### src/rtl/fft_frame_loader.sv
// Ping-pong loader: packs a serial complex stream into N-sample frames for the parallel FFT core.
// Define FFT_LOADER_BITREV_EN to store frames in bit-reversed (decimation-in-time) order.
module fft_frame_loader #(
   parameter  int N    = 8,
   parameter  int DW   = 32,
   localparam int LOGN = $clog2(N)
) (
   input  logic              clk,
   input  logic              reset,
   input  logic              s_valid,
   output logic              s_ready,
   input  logic [DW-1:0]     s_data_r,
   input  logic [DW-1:0]     s_data_i,
   input  logic              s_last,
   output logic [N*DW-1:0]   frame_x_r,
   output logic [N*DW-1:0]   frame_x_i,
   output logic [LOGN:0]     frame_len,
   output logic              frame_valid,
   input  logic              frame_ack,
   output logic              sync_err
);

   logic [DW-1:0]   mem_r [2][N];
   logic [DW-1:0]   mem_i [2][N];
   logic            wr_bank, rd_bank;
   logic [LOGN:0]   wr_cnt;
   logic [1:0]      bank_full;
   logic [LOGN:0]   bank_len [2];
   logic            accept, last_slot, close, ack;
   logic [LOGN-1:0] waddr;

   assign s_ready     = !reset && !bank_full[wr_bank];
   assign accept      = s_valid && s_ready;
   assign last_slot   = (wr_cnt == (LOGN+1)'(N-1));
   assign close       = accept && (s_last || last_slot);
   assign ack         = frame_ack && bank_full[rd_bank];
   assign frame_valid = bank_full[rd_bank];
   assign frame_len   = frame_valid ? bank_len[rd_bank] : '0;

`ifdef FFT_LOADER_BITREV_EN
   always_comb begin
      waddr = '0;
      for (int b = 0; b < LOGN; b++) waddr[b] = wr_cnt[LOGN-1-b];
   end
`else
   assign waddr = wr_cnt[LOGN-1:0];
`endif

   // Sample storage has no reset; stale entries are hidden by the length mask below.
   always_ff @(posedge clk) begin
      if (accept) begin
         mem_r[wr_bank][waddr] <= s_data_r;
         mem_i[wr_bank][waddr] <= s_data_i;
      end
   end

   // Close and ack never target the same bank: the write bank is never full.
   always_ff @(posedge clk) begin
      if (reset) begin
         wr_bank     <= 1'b0;
         rd_bank     <= 1'b0;
         wr_cnt      <= '0;
         bank_full   <= '0;
         bank_len[0] <= '0;
         bank_len[1] <= '0;
         sync_err    <= 1'b0;
      end else begin
         sync_err <= close && last_slot && !s_last;
         if (accept) wr_cnt <= close ? '0 : wr_cnt + 1'b1;
         if (close) begin
            bank_full[wr_bank] <= 1'b1;
            bank_len[wr_bank]  <= wr_cnt + 1'b1;
            wr_bank            <= !wr_bank;
         end
         if (ack) begin
            bank_full[rd_bank] <= 1'b0;
            rd_bank            <= !rd_bank;
         end
      end
   end

   for (genvar p = 0; p < N; p++) begin : g_out
      localparam logic [LOGN-1:0] POS = LOGN'(p);
      logic [LOGN-1:0] nat;
      logic            keep;
`ifdef FFT_LOADER_BITREV_EN
      for (genvar b = 0; b < LOGN; b++) begin : g_rev
         assign nat[b] = POS[LOGN-1-b];
      end
`else
      assign nat = POS;
`endif
      // Position p holds natural sample nat; zero it when beyond the frame length.
      assign keep = frame_valid && ({1'b0, nat} < bank_len[rd_bank]);
      assign frame_x_r[p*DW +: DW] = keep ? mem_r[rd_bank][POS] : '0;
      assign frame_x_i[p*DW +: DW] = keep ? mem_i[rd_bank][POS] : '0;
   end

endmodule

### config.mk
export PLATFORM = sky130hd
export DESIGN_NAME = fft_frame_loader
export DESIGN_NICKNAME = d
export VERILOG_FILES = /design/src/rtl/fft_frame_loader.sv
export SDC_FILE = /design/constraint.sdc
export NUM_CORES = 1
export LEC_CHECK = 0
export CORE_ASPECT_RATIO = 0.8
export CORE_MARGIN = 2
export CORE_UTILIZATION = 50
export CTS_CLUSTER_SIZE = 30
export DETAILED_ROUTE_END_ITERATION = 10
export DONT_BUFFER_PORTS = 1
export SLEW_MARGIN = 20
export SYNTH_ARGS = -nofsm -noshare
export SYNTH_HDL_FRONTEND = slang
export SYNTH_SLANG_ARGS = --single-unit
### constraint.sdc
create_clock -name clk -period 13.3 [get_ports clk]
set_clock_uncertainty 0.15 [all_clocks]
set_input_delay 2.66 -clock clk [delete_from_list [all_inputs] [get_ports clk]]
set_output_delay 2.66 -clock clk [all_outputs]
set_load 0.005 [all_outputs]
After elaboration in Yosys (flattened, before gate mapping):

Memory sizes are Yosys's and may differ from the RTL's. A register that Yosys moved wholly into a read port is not among the register bits.
Index checks and enable logic that the tools add are counted.

* eq/ne operators: 1
* magnitude comparators: 14
* muxes and demuxes: 47
* $add $sub $neg: 1
* reductions and logical operators: 24
* bitwise operators: 4

Operators by type and width (count)
* 32-bit 2-to-1 mux: 17
* 256-bit 2-to-1 mux: 1
* 32-bit demux with 3-bit select: 1
* 1-bit 2-to-1 mux: 20
* 1-bit logical AND: 17
* 3-bit by 4-bit less-than comparator with 1-bit output (first input constant): 4
* 4-bit 2-to-1 mux: 3
* 1-bit by 4-bit less-than comparator with 1-bit output (first input constant): 2
* 2-bit by 4-bit less-than comparator with 1-bit output (first input constant): 2
* 2-bit 2-to-1 mux: 3
* 1-bit logical NOT: 5
* 4-bit by 1-bit adder with 4-bit output (second input constant): 1
* 4-bit by 3-bit == test with 1-bit output (second input constant): 1
* 4-bit >= comparator (second input constant): 1
* 1-bit by 2-bit less-than comparator with 1-bit output (second input constant): 2
* 4-bit by 1-bit less-than comparator with 1-bit output (second input constant): 1
* 3-bit NOT with 4-bit output: 1
* 4-bit OR reduction: 1
* 2-bit bitwise AND: 1
* 1-bit demux with 1-bit select: 2
* 1-bit >= comparator (second input constant): 2
* 2-bit NOT: 1
* 2-bit OR: 1
* 1-bit logical OR: 1

* output and inout bits: 519
* register bits: 9
* memories: 3
* logic and storage cells: 99
* bits of input ports: 69
* RAM bits: 1032

Memories
* mem_i: words 2, bits a word 256, read ports 1, clocked after Yosys merged registers in 1, wr ports 1, line 24 `logic [DW-1:0] mem_i [2][N];`
* mem_r: words 2, bits a word 256, read ports 1, clocked after Yosys merged registers in 1, wr ports 1, line 23 `logic [DW-1:0] mem_r [2][N];`
* bank_len: words 2, bits a word 4, read ports 1, clocked after Yosys merged registers in 1, wr ports 2, line 28 `logic [LOGN:0] bank_len [2];`

Longest topological paths before layout:

* depth after elaboration: 11
* mapped depth: 6

Worst setup path before layout:

No wires, ideal clock.

* kind: input port to flip-flop
* start: input s_valid
* end: memory mem_i[1][192] (netlist name) (enable)
* path buffers: 1
* data required time: 12.586 ns
* path slack: 4.999 ns
* stages: 4
* setup time: 0.564 ns
* arrival time: 7.587 ns
* path through: nor2b_1 -> clkbuf_1 -> nand4_1 -> nor3_1

* cells in the longest elaborated chain, start to end: 3

Ends and longest elaborated chain
* start, declared: line 10 `input logic s_valid,`
* 1-bit logical AND: line 33 `assign accept = s_valid && s_ready;`
* 1-bit 2-to-1 mux: line 51 `if (accept) begin`
* 256-bit 2-to-1 mux (not written as such): line 53 `mem_i[wr_bank][waddr] <= s_data_i;`
* end, declared: line 24

No other way between the ends.

==> qor.yml <==
run:
  drv_cap: 0
min_path:
  hold_class: "flop to flop"
logic_synthesis:
  synthesis.area_mm2: 0.0398
  synth-edff-count: 1032
  syn_inst: 2305
  seq_area_frac_synth: 0.784
  yosys_warnings: 0
  yosys_most_used_dff: "edfxtp_1"
  avgSynthCellArea_um2: 17.3
  synth_nets: 2375
  synthDistinctLibCells: 41
  ys_ff_latch: 1042
  yosysTopAreaCellShare: 0.779
  async_reset_ff_frac: 0
  post-synth-top-area-cell: "edfxtp_1"
  synth_area_leaders: "edfxtp_1 (78%), mux2i_1 (13%), nor2_1 (3.2%)"
timing:
  clock.fmax_mhz: 142
  worst_slack_ns: 6.28
  finalCritPeriodShare: 0.528
  setup_violations: 0
  hold_viol: 0
  max_slew_margin: 0.238
  tightest_slew_ns: 1.14
  final.setup.tns_ns: 0
  slew_violations: 0
  period_needed_ns: 7.02
  rsz0062_at_grt: "false"
floorplan:
  initial_core_util: 0.505
  die-area_mm2: 0.0818
  die_y_um: 256
  rows: 92
  fp.dieW_um: 319
  coreArea_mm2: 0.0787
  io_pins: 588
routing:
  vias_per_cell: 5.91
  wl_per_cell_um: 29.7
  drt_wl_total_um: 102000
  num_vias: 20315
  postRouteAntennaNets: 0
  drc: 0
  drt_iter0_drc: 2138
  drt_pre_antenna_iters: 7
global_route:
  grtUsageTotal: 0.242
  grt_pass1_wl_um: 143000
  grt_overflow: 0
  grt_max_degree: 146
  grt_pass1_vias: 19517
  antenna_found_initial: 2
clock_network:
  clkLatencyLatePin_ns: 0.66
  cts_hold_buf: 0
  clkSlewWorstSetupHoldPaths_ns: 0.06
  cts_inserted_buffers: 101
  cts.repair.resized: 0
  root_buffer: "clkbuf_16"
  clock-sinks: 1042
  cts_htree_levels: 3
  cts_tree: "yes"
  post-cts-setup-buffer-count: 0
  cts_buffer_depth: 3
critical_path:
  required_ns: 10.49
  critPathKind: "flop to primary output"
  cp-end-kind: "primary output"
  critPathLaunchType: "flop"
  cp_max_fo: 145
  crit_arrival_ns: 4.21
status:
  outcome: "finished, final reports clean"
place:
  routabilityCongestion: 0.786
  port_buffers: 0
  place_ws_ns: 7.00
  dpl.hpwl_um: 61300
  post-place-cells: 3247
power_and_ir_drop:
  p_total_mw: 6.77
  p_per_area_mw_per_mm2: 152
  vdd_drop_max_mv: 0.110
  power_leakage_nw: 13.4
layout:
  n_antenna_cell: 0
  layout-drive-gt1-share: 0.0945
  finalNetCount: 2387
  stdcell_count: 3435
  syn2layout_area_growth_pct: 11.6
layout by cell type (no fill, tap or decap), drive strengths merged, types with 6 or more instances in the layout:
master,instances
a21oi,194
buf,46
bufinv,15
clkbuf,113
clkinv,53
dfxtp,10
edfxtp,1032
inv,9
mux2,6
mux2i,514
nand2,8
nand3,6
nor2,340
nor3,9
critical path, cell delays in order, from the launching register on:
cell and delay (ns):
dfxtp_4 0.89, buf_4 0.96, buf_12 0.81, mux2i_1 0.17
nor2_1 0.39
registers in the layout (all words and copies together), names as in the netlist, named ones only:
signal and flops:
bank_full 2, bank_len 8, mem_i 512, mem_r 512, rd_bank 1, sync_err 1
wr_bank 1, wr_cnt 4
worst paths after layout:
check,from,end,slack [ns],cells after the start
worst max register to register,wr_bank,mem_i[1][59],9.88,3
worst max-delay path,flop,frame_x_i[31],6.28,4
worst min-delay path,bank_full[0],bank_full[0],0.42,2
worst min register to register,bank_full[0],bank_full[0],0.42,2
stage by stage:
stage / util / hold slack (ns) / cell area [um^2]
3_3_place_gp: 0.520 / 0.384 / 40900
4_1_cts: 0.563 / 0.429 / 44400
6_report: 0.564 / 0.423 / 44400
2_1_floorplan: - / 0.342 / 39800
3_5_place_dp: 0.520 / 0.421 / 41000
5_1_grt: 0.564 / 0.468 / 44400
final cells by class:
cell class | count | area (um^2)
Multi-Input combinational cell | 1120 | 8080
Clock buffer | 113 | 2640
Timing Repair Buffer | 46 | 415
Sequential cell | 1042 | 31200
Clock inverter | 74 | 753
Fill cell | 6080 | 34300
Inverter | 6 | 22.5
Tap cell | 1034 | 1290
metal layers:
metal,routed length [um],GRT usage,up-vias,share of wire
met5,0,0,-,0
met4,2410,0.0667,0,0.024
met3,7950,0.0573,132,0.078
met2,49400,0.393,851,0.48
met1,42200,0.331,10518,0.41
li1,-,-,8814,-
power breakdown:
group	switching [mW]	internal, mW
clock	1.20	1.71
combinational	0.143	0.0662
sequential	0.0106	3.63
cell usage after synthesis, types with 2 or more instances:
library cell / n
mux2_2: 5
o41ai_4: 2
nand3b_1: 2
and3b_1: 2
nand2_1: 8
edfxtp_1: 1032
xor2_1: 2
nand3_1: 6
a21oi_1: 194
clkbuf_1: 95
and2_1: 3
buf_2: 23
buf_6: 13
or3_1: 2
inv_1: 5
nor2_1: 340
nor3_1: 9
o211ai_1: 4
buf_1: 5
o21ai_0: 3
nor3b_1: 2
nand2b_1: 4
mux2i_1: 514
dfxtp_1: 10
nand4_1: 4
cells by family (layout without fill, tap and decap cells):
logic type,after synthesis,after routing,share of synthesized area
simple gates,387,387,0.0389
buf+inv,143,239,0.0168
fa+ha+maj,1,1,0.000314
xor+xnor,2,2,0.000440
mux,520,520,0.131
compound gates,210,210,0.0284
flops,1042,1042,0.784
Power figures use the tool's default switching activity.
